--- src/rtl/reg_file_mp.sv ---
// Purpose : multi-port integer register file (x0 hardwired zero) with a per-register busy scoreboard.
// Latency : reads are combinational from registered state; writes and issues take effect at the next clk edge.
// Backpr.  : none; every port is accepted every cycle. Optional feature macro: RF_WR_BYPASS_EN (write-to-read bypass).
module reg_file_mp #(
  parameter int DATA_WIDTH = 32,
  parameter int NUM_REGS   = 32,
  parameter int NUM_RD     = 2,
  parameter int NUM_WR     = 1,
  localparam int IDX_W     = $clog2(NUM_REGS)
) (
  input  logic                         clk,
  input  logic                         reset,
  input  logic [NUM_WR-1:0]            wr_en,
  input  logic [NUM_WR*IDX_W-1:0]      wr_idx,
  input  logic [NUM_WR*DATA_WIDTH-1:0] wr_data,
  input  logic [NUM_RD-1:0]            rd_en,
  input  logic [NUM_RD*IDX_W-1:0]      rd_idx,
  output logic [NUM_RD*DATA_WIDTH-1:0] rd_data,
  output logic [NUM_RD-1:0]            rd_busy,
  input  logic                         issue_en,
  input  logic [IDX_W-1:0]             issue_idx,
  output logic [NUM_REGS-1:0]          busy_vec
);

  // Register 0 has no storage; the array starts at 1.
  logic [DATA_WIDTH-1:0] regs [1:NUM_REGS-1];
  logic [NUM_REGS-1:0]   busy_q;
  logic [NUM_REGS-1:0]   busy_nxt;

  // Next scoreboard: writebacks clear first, then an issue sets, so a same-cycle issue wins.
  always_comb begin
    busy_nxt = busy_q;
    for (int p = 0; p < NUM_WR; p++) begin
      if (wr_en[p]) begin
        busy_nxt[wr_idx[p*IDX_W +: IDX_W]] = 1'b0;
      end
    end
    if (issue_en) begin
      busy_nxt[issue_idx] = 1'b1;
    end
    busy_nxt[0] = 1'b0;
  end

  // Register storage: reset loads reg i with i; ascending port loop lets the highest port win.
  always_ff @(posedge clk) begin
    if (reset) begin
      for (int i = 1; i < NUM_REGS; i++) begin
        regs[i] <= DATA_WIDTH'(i);
      end
    end else begin
      for (int p = 0; p < NUM_WR; p++) begin
        if (wr_en[p] && (wr_idx[p*IDX_W +: IDX_W] != '0)) begin
          regs[wr_idx[p*IDX_W +: IDX_W]] <= wr_data[p*DATA_WIDTH +: DATA_WIDTH];
        end
      end
    end
  end

  // Scoreboard state; reset discards everything pending.
  always_ff @(posedge clk) begin
    if (reset) begin
      busy_q <= '0;
    end else begin
      busy_q <= busy_nxt;
    end
  end

  assign busy_vec = busy_q;

  // Read ports: disabled ports and index 0 drive zeros; optional bypass from this cycle's writes.
  always_comb begin
    rd_data = '0;
    rd_busy = '0;
    for (int q = 0; q < NUM_RD; q++) begin
      if (rd_en[q] && (rd_idx[q*IDX_W +: IDX_W] != '0)) begin
        rd_data[q*DATA_WIDTH +: DATA_WIDTH] = regs[rd_idx[q*IDX_W +: IDX_W]];
        rd_busy[q]                          = busy_q[rd_idx[q*IDX_W +: IDX_W]];
`ifdef RF_WR_BYPASS_EN
        // A matching write retires the register this cycle unless it is re-issued at the same time.
        for (int p = 0; p < NUM_WR; p++) begin
          if (wr_en[p] && (wr_idx[p*IDX_W +: IDX_W] == rd_idx[q*IDX_W +: IDX_W])) begin
            rd_data[q*DATA_WIDTH +: DATA_WIDTH] = wr_data[p*DATA_WIDTH +: DATA_WIDTH];
            rd_busy[q] = issue_en && (issue_idx == rd_idx[q*IDX_W +: IDX_W]);
          end
        end
`endif
      end
    end
  end

endmodule

--- config.mk ---
export PLATFORM = sky130hd
export DESIGN_NAME = reg_file_mp
export DESIGN_NICKNAME = d
export VERILOG_FILES = /design/src/rtl/reg_file_mp.sv
export SDC_FILE = /design/constraint.sdc
export NUM_CORES = 2
export LEC_CHECK = 0
export BUFFER_PORTS_ARGS = -buffer_cell sky130_fd_sc_hd__buf_2
export CAP_MARGIN = 10
export CORE_MARGIN = 1.5
export CORE_UTILIZATION = 60
export CTS_CLUSTER_SIZE = 25
export DETAILED_ROUTE_END_ITERATION = 8
export PLACE_DENSITY_LB_ADDON = 0.15
export SLEW_MARGIN = 20
export SYNTH_ARGS = -nofsm -noshare
export SYNTH_HDL_FRONTEND = slang
export SYNTH_SLANG_ARGS = --single-unit
--- constraint.sdc ---
create_clock -name clk -period 3.4 [get_ports clk]
set_input_delay 0.34 -clock clk [delete_from_list [all_inputs] [get_ports clk]]
set_output_delay 0.34 -clock clk [all_outputs]
set_load 0.01 [all_outputs]
After elaboration in Yosys (flattened, before gate mapping)
Memory sizes are Yosys's and may differ from the RTL's.
Cells that the tools add are included.
{"block": "op_classes", "order_cmp": 6, "eq_ne": 0, "n_reduce_logical": 9, "n_bitwise": 3, "add_sub_neg": 0, "shift": 0, "div_mod_pow": 0, "mul": 0, "n_mux": 22}
{"cell": "2-to-1 mux 32 bit", "count": 5}
{"cell": "AND 32 bit", "count": 1}
{"cell": "NOT 32 bit", "count": 1}
{"cell": "OR 32 bit", "count": 1}
{"cell": "OR reduction 32 bit", "count": 1}
{"cell": "< comparator 5 x 6 -> 1 bit, second input constant", "count": 4}
{"cell": "nonzero test 5 bit", "count": 3}
{"cell": "2-to-1 mux 1 bit", "count": 12}
{"cell": "binary-select mux 1 bit (select 5 bit)", "count": 2}
{"cell": "demux 1 bit (select 5 bit)", "count": 2}
{"cell": ">= comparator 5 x 1 -> 1 bit, second input constant", "count": 2}
{"cell": "logical AND 1 bit", "count": 5}
{"cell": "2-to-1 mux 5 bit", "count": 1}
{"block": "totals", "n_memories": 1, "latchBits": 0, "in_bits": 58, "output_inout_bits": 98, "regBits": 32, "wordCells": 43, "mem_bits_rw": 992, "rom_bits": 0}
{"name": "regs", "words": 31, "word_bits": 32, "read_ports": 2, "rd_clocked_by_memory_dff": 0, "wr": 31, "line_no": "26", "rtl": "logic [DATA_WIDTH-1:0] regs [1:NUM_REGS-1];"}

Depth between registers and ports, before layout
{"block": "logic_depth", "word_depth": 9, "ltp_mapped": 9, "ltp_nobuf": 4}

Worst setup path after synthesis
No wires, ideal clock.
{"block": "synth_timing", "kind": "input-to-reg", "from": "input wr_idx[2]", "to": "memory regs[3][0], enable pin", "arrival_time_ns": 2.553, "cell_stages": 4, "path_slack_ns": 0.419, "setup_time_ns": 0.428, "path_buffers": 2, "required_ns": 2.972, "cell_sequence": "or3_1 -> clkbuf_1 -> clkbuf_1 -> o21bai_1"}
{"element": "from (decl)", "line_no": "14", "rtl": "input logic [NUM_WR*IDX_W-1:0] wr_idx,"}
{"element": "to (decl)", "line_no": "26"}

==> impl_metrics.json <==
{
  "synth_top_area_frac": 0.547,
  "seqPwrFrac": 0.494,
  "whs_path_depth": 4,
  "power.switching_uw": 7790,
  "power.internal_uw": 23300,
  "cp_max_fo": 2,
  "synth_top_cell_by_area": "edfxtp_1",
  "syn_to_final_growth_pct": 12.3,
  "ys_seq_area_frac": 0.558,
  "yosys-top-cells-count": "1024 x edfxtp_1, 914 x and2_1, 396 x mux4_2",
  "grt_max_degree": 71,
  "finalClockSkew_ns": 0,
  "fin_crit_sh": 0.986,
  "grt_pass1_wl_um": 266000,
  "finalWirelength_um": 187000,
  "rr_worst_depth": 2,
  "path_class": "reg -> out",
  "layout-drive-gt1-share": 0.271,
  "fmax_mhz": 298,
  "min_to": "busy_vec[3]$_SDFF_PP0_",
  "grt_util_all_layers": 0.394,
  "dieArea_mm2": 0.0955,
  "outcome": "complete, no violations",
  "drt_iter0_drc": 5042,
  "ctsRootBufferMaster": "clkbuf_16",
  "synthFlopType": "edfxtp_1",
  "syn_avg_cell_area_um2": 14.6,
  "yosysMostFrequentCell": "edfxtp_1",
  "routedWlPerCell_um": 35.0,
  "fin_util": 0.678,
  "min_from": "issue_idx[3]",
  "clkPwrFrac": 0.381,
  "drv_slew": 0,
  "hold_buffers": 0,
  "ir_drop_mv": 0.462,
  "p_leak_uw": 0.0223,
  "p_comb_frac": 0.125,
  "async_reset_ff_frac": 0,
  "hp-class": "in -> reg",
  "syn_area_mm2": 0.0562,
  "die_w_um": 309,
  "cp.arrival_ns": 3.01,
  "gp_congestion": 0.962,
  "antenna_found_initial": 14,
  "core-area_mm2": 0.0930,
  "ys_types": 50,
  "maxCapViolations": 0,
  "synth_edf_count": 1024,
  "r2r_end": "busy_vec[15]$_SDFF_PP0_",
  "start_util": 0.604,
  "cts_buffers": 113,
  "yosys_warnings": 0,
  "setup_viol": 0,
  "cts_max_level": 3,
  "hold_viol_final": 0,
  "fillers": 6447,
  "clk_pin_slew_ns": 0.07,
  "antenna_left": 0,
  "required_ns": 3.06,
  "post-place-ws_ns": 0.0108,
  "switching_share": 0.251,
  "worstSetupStartpointType": "flop",
  "dieHeight_um": 309,
  "routed-via-count": 38100,
  "worst_pin_slew_ns": 1.16,
  "overflow": 0,
  "max-slew-margin-rel": 0.227,
  "cts_sinks": 1055,
  "reg2reg_slack_ns": 2.51,
  "period_minus_slack_ns": 3.35,
  "port_buffers": 154,
  "num_rows": 112,
  "cts_tree": "built",
  "reg2reg_from": "busy_vec[15]$_SDFF_PP0_",
  "first_pass_iters": 6,
  "hold_slack_ns": 0.0826,
  "end_kind": "output port",
  "io_pins": 156,
  "p_per_area_mw_per_mm2": 492,
  "setup_ws_ns": 0.0478,
  "clk_latency_ns": 0.70,
  "synthTopCellsByArea": "edfxtp_1 55%, mux4_2 16%, and2_1 10%",
  "ys_seq_elements": 1055,
  "via_per_inst": 7.15,
  "grt_pass1_vias": 38800,
  "dp_hpwl_um": 119000,
  "cts_max_path_buffers": 3,
  "drc": 0,
  "grt_setup_unrepaired": "false",
  "final_nets": 4033,
  "synthCells": 3836
}
[cells in the final DEF (no fill, tap or decap), drive strengths merged, types with 4 or more instances in the layout]
cell     instances
a2111oi         62
a211oi          63
a21oi           94
a22o            63
a22oi           65
and2           914
and3             4
and3b            4
buf            430
bufinv           6
clkbuf         146
clkinv          51
conb            33
dfxtp           31
diode            6
edfxtp        1024
inv              6
mux2             5
mux2i          257
mux4           396
nand2           43
nand3           11
nand3b          11
nor2            36
nor2b            7
nor3b            4
o21ai           31
o21bai           4
o221ai          62
o22ai           63
or2             27
or3             83
or3b             6
[registers in the layout, indices dropped and copies added (netlist names)]
register	count
regs	1024
busy_vec	31
[power groups by stage]
stage	combinational, µW	sequential [µW]	clock, µW
after floorplan	2280	15400	0
after global placement	3760	15500	0
after detailed placement	3810	15600	0
after CTS	3820	15300	11800
after global routing	3990	15400	12300
final	3890	15300	11800
[stage by stage]
| stage | instance area [µm²] | cells | TNS (ns) | total power (µW) |
|---|---|---|---|---|
| global route | 63100 | 5324 | 0 | 31700 |
| floorplan | 56300 | 3868 | 0 | 17700 |
| detailed placement | 59600 | 5114 | 0 | 19400 |
| global placement | 59600 | 5114 | -0.00662 | 19200 |
| finish | 63100 | 5326 | 0 | 31000 |
| CTS | 63100 | 5320 | 0 | 30900 |
[worst max path at each step]
stage	slack, ns	to	startpoint
floorplan	0.42	regs[3][0]$_SDFFCE_PN1P_	wr_idx[2]
global placement	-0.007	rd_data[3]	rd_idx[0]
detailed placement	0.01	rd_data[3]	rd_idx[0]
CTS	0.01	rd_data[30]	regs[14][30]$_SDFFCE_PN0P_
global route	0.02	rd_data[37]	regs[15][5]$_SDFFCE_PN0P_
finish	0.05	rd_data[45]	regs[15][13]$_SDFFCE_PN0P_
[what timing repair did]
action                                 CTS  global route
gates cloned                             0             0
setup endpoints to repair                2             2
endpoints found under the hold margin    0             0
resized for setup                        2             2
buffers inserted                         0             0
[logic make-up (layout without fill, tap and decap cells)]
| family | Yosys count | count (layout) | synth area share |
|---|---|---|---|
| mux | 658 | 658 | 0.205 |
| simple gates | 1155 | 1155 | 0.126 |
| buf+inv | 442 | 640 | 0.0385 |
| compound gates | 525 | 525 | 0.0719 |
| flops | 1055 | 1055 | 0.558 |
| other cells | 1 | 39 | 0.0000667 |
[worst max-delay path, stage by stage, from the launching register on]
cell,delay [ns]
edfxtp_1,0.40
mux4_2,0.48
a22o_1,0.27
a2111oi_1,0.57
buf_4,0.24
a211oi_1,0.05
buf_4,0.17
buf_2,0.14
[final cells by class]
class                   instances  area [µm²]  area share
inverters                       4        15.0    0.000238
flip-flops and latches       1055       31400       0.497
repair buffers                430        3660      0.0580
clock buffers                 146        3040      0.0481
multi-input cells            2371       23000       0.365
diodes                          6        15.0    0.000238
well taps                    1254        1570      0.0249
clock inverters                60         424     0.00672
[metal layers]
metal	wire, µm	global-route usage	part of all wire
met4	13200	0.253	0.071
met2	86800	0.614	0.46
met1	64600	0.499	0.35
met5	68	0	0.00036
met3	22000	0.0927	0.12
Power figures use the tool's default switching activity.
